[src/rtl/pipe_stall_ctrl.sv]
// Hazard/flush sequencer for the 5-stage pipeline: merges per-stage stall requests,
// schedules the fixed-latency EX divider and defers exception redirects behind fetches.
module pipe_stall_ctrl #(
    parameter int DIV_CYCLES = 33,
    parameter int CNT_W      = 6
) (
    input  logic        clk,
    input  logic        rst,
    input  logic        req_if,
    input  logic        req_id,
    input  logic        ex_div_req,
    input  logic        req_mem,
    input  logic        except_valid,
    input  logic [31:0] except_pc,
    input  logic        if_busy,
    output logic [4:0]  stall,
    output logic        flush,
    output logic [31:0] flush_pc,
    output logic        redirect_pending,
    output logic        in_delayslot_hold,
    output logic        div_start,
    output logic        div_valid
);

    typedef enum logic [1:0] {D_IDLE, D_RUN, D_DONE} div_state_e;
    typedef enum logic       {F_IDLE, F_WAIT}        fl_state_e;

    localparam logic [CNT_W-1:0] CNT_LOAD = CNT_W'(DIV_CYCLES - 1);

    div_state_e       div_q, div_d;
    fl_state_e        fl_q, fl_d;
    logic [CNT_W-1:0] cnt_q, cnt_d;
    logic [31:0]      pc_q, pc_d;

    logic        flush_c, wait_c, start_c, busy_c, valid_c, hold_c;
    logic [31:0] flush_pc_c;
    logic [4:0]  stall_c;

    always_ff @(posedge clk or negedge rst) begin
        if (!rst) begin
            div_q <= D_IDLE;
            fl_q  <= F_IDLE;
            cnt_q <= '0;
            pc_q  <= '0;
        end else begin
            div_q <= div_d;
            fl_q  <= fl_d;
            cnt_q <= cnt_d;
            pc_q  <= pc_d;
        end
    end

    // Redirect sequencing; wait_c covers both the latching cycle and the whole wait.
    always_comb begin
        fl_d       = fl_q;
        pc_d       = pc_q;
        flush_c    = 1'b0;
        flush_pc_c = '0;
        wait_c     = 1'b0;
        case (fl_q)
            F_IDLE: begin
                if (except_valid) begin
                    if (if_busy) begin
                        wait_c = 1'b1;
                        pc_d   = except_pc;
                        fl_d   = F_WAIT;
                    end else begin
                        flush_c    = 1'b1;
                        flush_pc_c = except_pc;
                    end
                end
            end
            F_WAIT: begin
                wait_c = 1'b1;
                if (!if_busy) begin
                    flush_c    = 1'b1;
                    flush_pc_c = pc_q;
                    fl_d       = F_IDLE;
                end
            end
            default: fl_d = F_IDLE;
        endcase
    end

    // Divider schedule: the result is presented DIV_CYCLES cycles after div_start.
    always_comb begin
        div_d   = div_q;
        cnt_d   = cnt_q;
        start_c = 1'b0;
        busy_c  = 1'b0;
        valid_c = 1'b0;
        case (div_q)
            D_IDLE: begin
                if (ex_div_req && !req_mem && !flush_c) begin
                    start_c = 1'b1;
                    busy_c  = 1'b1;
                    cnt_d   = CNT_LOAD;
                    div_d   = D_RUN;
                end
            end
            D_RUN: begin
                busy_c = 1'b1;
                cnt_d  = cnt_q - CNT_W'(1);
                if (cnt_q <= CNT_W'(1)) begin
                    div_d = D_DONE;
                end
            end
            D_DONE: begin
                valid_c = 1'b1;
                if (!req_mem) begin
                    div_d = D_IDLE;
                end
            end
            default: div_d = D_IDLE;
        endcase
        if (flush_c) begin
            div_d = D_IDLE;
            cnt_d = '0;
        end
    end

    always_comb begin
        stall_c = 5'b00000;
        if (wait_c || req_mem) begin
            stall_c = 5'b11110;
        end else if (busy_c) begin
            stall_c = 5'b11100;
        end else if (req_id) begin
            stall_c = 5'b11000;
        end else if (req_if) begin
            stall_c = 5'b10000;
        end
        if (flush_c) begin
            stall_c = 5'b00000;
        end
        hold_c = stall_c[4] && !stall_c[3] && !flush_c;
    end

    // Outputs are forced low for as long as reset is held, regardless of inputs.
    always_comb begin
        stall             = '0;
        flush             = 1'b0;
        flush_pc          = '0;
        redirect_pending  = 1'b0;
        in_delayslot_hold = 1'b0;
        div_start         = 1'b0;
        div_valid         = 1'b0;
        if (rst) begin
            stall             = stall_c;
            flush             = flush_c;
            flush_pc          = flush_pc_c;
            redirect_pending  = wait_c;
            in_delayslot_hold = hold_c;
            div_start         = start_c;
            div_valid         = valid_c;
        end
    end

endmodule
[config.mk]
export PLATFORM = sky130hd
export DESIGN_NAME = pipe_stall_ctrl
export DESIGN_NICKNAME = d
export VERILOG_FILES = /design/src/rtl/pipe_stall_ctrl.sv
export SDC_FILE = /design/constraint.sdc
export NUM_CORES = 1
export LEC_CHECK = 0
export BUFFER_PORTS_ARGS = -buffer_cell sky130_fd_sc_hd__clkbuf_2
export CAP_MARGIN = 40
export CORE_ASPECT_RATIO = 2
export CORE_MARGIN = 4
export CORE_UTILIZATION = 53
export DETAILED_ROUTE_END_ITERATION = 8
export HOLD_SLACK_MARGIN = 0.1
export MAX_ROUTING_LAYER = met4
export PLACE_DENSITY = 0.95
export SETUP_SLACK_MARGIN = 0.3
export SYNTH_ARGS = -nofsm -noshare
export SYNTH_HDL_FRONTEND = slang
export SYNTH_SLANG_ARGS = --single-unit
[constraint.sdc]
create_clock -name clk -period 2.93 [get_ports clk]
set_input_delay 0.4395 -clock clk [delete_from_list [all_inputs] [get_ports clk]]
set_output_delay 0.4395 -clock clk [all_outputs]
set_load 0.02 [all_outputs]
==> impl_metrics.ini <==
[run_status]
status = finished, final reports clean

[worst_setup_path]
crit_family = buffers and inverters
endpoint_kind = output port
cp-startpoint = fl_q
reg2reg_slack_ns = 1.50
crit_chain = nor2b_2, buf_4, a22oi_1, nor2b_1, clkbuf_2
start_kind = flip-flop
r2r-start = div_q[0]
critPathCapture = flush_pc[30]
cp_slowest_cell = dfrtp_1
crit_required_ns = 2.49
r2r_end = cnt_q[5]
crit_fanout = 32
worstPathBufferInverterCount = 2
cp_data_arrival_time_ns = 1.80
reg2reg_depth = 4
crit_cells = 5
critPathMaxStageDelay_ns = 0.47
critical_path_class = reg2out

[route]
met2_length_mm = 3.08
via_per_inst = 5.71
drt-met1-wl_mm = 1.94
drt-total-wl_mm = 5.48
wl_per_cell_um = 16.1
top_layer = met4
detail_route.iter0.violations = 42
met3_length_um = 236
drt_pass1_iterations = 7
route.antenna.remaining_nets = 0
drc = 0
vias = 1946

[synth]
syn-num-nets = 254
netlist-cell-type-count = 35
seq_area_frac_synth_pct = 45.0
synth_area_per_cell_um2 = 10.8
netlist_area_um2 = 2280
synth_cells = 212
synth-edff-count = 0
async_reset_ff_share_pct = 100
ys_ff_latch = 41
synth_flop_cell = dfrtp_1
ys_warn_count = 0

[pwr]
powerDensity_nw_per_um2 = 587
total_power_uw = 1640
p_leak_uw = 0.00132
peakVddDrop_mv = 0.414

[floorplan]
die_y_um = 101
rows = 33
dieArea_um2 = 5480
ios = 82
start_util_pct = 55.2
core_um2 = 4130
die_w_um = 54.4

[timing]
period_share_pct = 76.5
setup_viol = 0
hold_viol = 0
min_period_ns = 2.24
skew_ns = 0.00251
slew_viol_final = 0
fmax_ghz = 0.446
rsz0062_at_grt = false
setup_tns_ns = 0
setup_slack_ns = 0.689
hold_ws_ns = 0.215

[place]
io_buffers = 80
hpwl_mm = 4.13
pre_cts_ws_ns = 0.885
gp_routability_congestion = 0.778
placed_cells = 335

[clock_tree]
cts_resized = 0
cts_root_buf = clkbuf_8
cts_made_buffers = 5
clock_sinks = 41
postCtsHoldBufs = 0
cts_buffer_depth = 2
htree_levels = 2
clk_latency_ns = 0.29
postCtsSetupBuffers = 0
clk_pin_slew_ns = 0.07
tritoncts = done

[global_route]
antenna_found_initial = 0
grt_max_degree = 52
grt_usage_pct = 22.1
globalRoute.totalOverflow = 0
grt_pass1_vias = 2036
grt_first_pass_wirelength_mm = 8.71

[cells_and_area]
fillerInstances = 336
final_cell_mix = clkbuf_2 (80), dfrtp_1 (41), nor2b_1 (35), a22oi_1 (32), mux2_2 (32)
nNetsFinal = 332
drive_gt1_share_pct = 44.6
area_growth_pct = 22.7
layout_commonest_cell = clkbuf_2
stdcell_count = 341
diodes = 0

[worst_hold_path]
worstHoldPathType = in2async

[job]
drv_cap = 0
## logic make-up after synthesis
| logic type | after synthesis | synth area share [%] |
|---|---|---|
| AO/OA/AOI/OAI | 51 | 16.5 |
| adder cells (fa/ha/maj) | 2 | 1.10 |
| other | 1 | 0.164 |
| multiplexers | 33 | 16.2 |
| AND/OR/NAND/NOR | 61 | 16.2 |
| buffers and inverters | 23 | 4.78 |
| flip-flops | 41 | 45.0 |
## worst min path at each step
stage	depth (start not counted)	to	slack, ns
after floorplan	0	cnt_q[0]	0.14
after global placement	1	cnt_q[4]	0.48
after CTS	2	pc_q[17]	0.22
after global routing	2	pc_q[17]	0.23
after detailed placement	1	cnt_q[4]	0.49
final	2	pc_q[13]	0.22
## cells in the mapped netlist, types with 2 or more instances
master / count / area (µm²)
a22oi_1: 32 / 240
ha_1: 2 / 25.0
nand3_1: 2 / 10.0
inv_1: 7 / 26.3
nor2b_1: 36 / 225
o21ai_0: 2 / 10.0
a21oi_1: 5 / 25.0
buf_2: 6 / 30.0
buf_4: 4 / 30.0
o21a_1: 3 / 22.5
mux2_2: 32 / 360
dfrtp_1: 41 / 1030
clkbuf_1: 6 / 22.5
nor2_1: 7 / 26.3
nand2b_1: 3 / 18.8
nor3_1: 3 / 15.0
and3_1: 2 / 12.5
o22ai_1: 2 / 12.5
## cell type report
| type | instances | area, µm² | area share, % |
|---|---|---|---|
| Timing Repair Buffer | 87 | 453 | 16.2 |
| Clock buffer | 5 | 68.8 | 2.46 |
| Tap cell | 52 | 65.1 | 2.33 |
| Sequential cell | 41 | 1030 | 36.7 |
| Inverter | 7 | 26.3 | 0.939 |
| Multi-Input combinational cell | 148 | 1150 | 41.2 |
| Clock inverter | 1 | 5.00 | 0.179 |
## where the power goes
group	switching, µW	internal [µW]
Sequential	96.3	693
Clock	182	157
Combinational	270	244
## through the flow
step                area [µm²]  utilization (%)
finish                    2800             67.8
detailed placement        2720             66.0
CTS                       2800             67.8
global placement          2720             66.0
global route              2800             67.8
floorplan                 2280                -
## flip-flops by register name (all words and copies together), names as in the netlist
name	cells
cnt_q	6
div_q	2
fl_q	1
pc_q	32
## layer usage
layer	vias up	global-route usage, %
met5	-	-
met2	53	38.9
li1	913	-
met1	960	21.2
met4	0	12.3
met3	20	4.30
## worst reg2reg max path, cell delays in order (launching register included)
cell and delay, ns:
dfrtp_1 0.47, inv_1 0.10, a21oi_1 0.42, o21ai_0 0.18, a21oi_1 0.18
(Power assumes the default switching activity.)
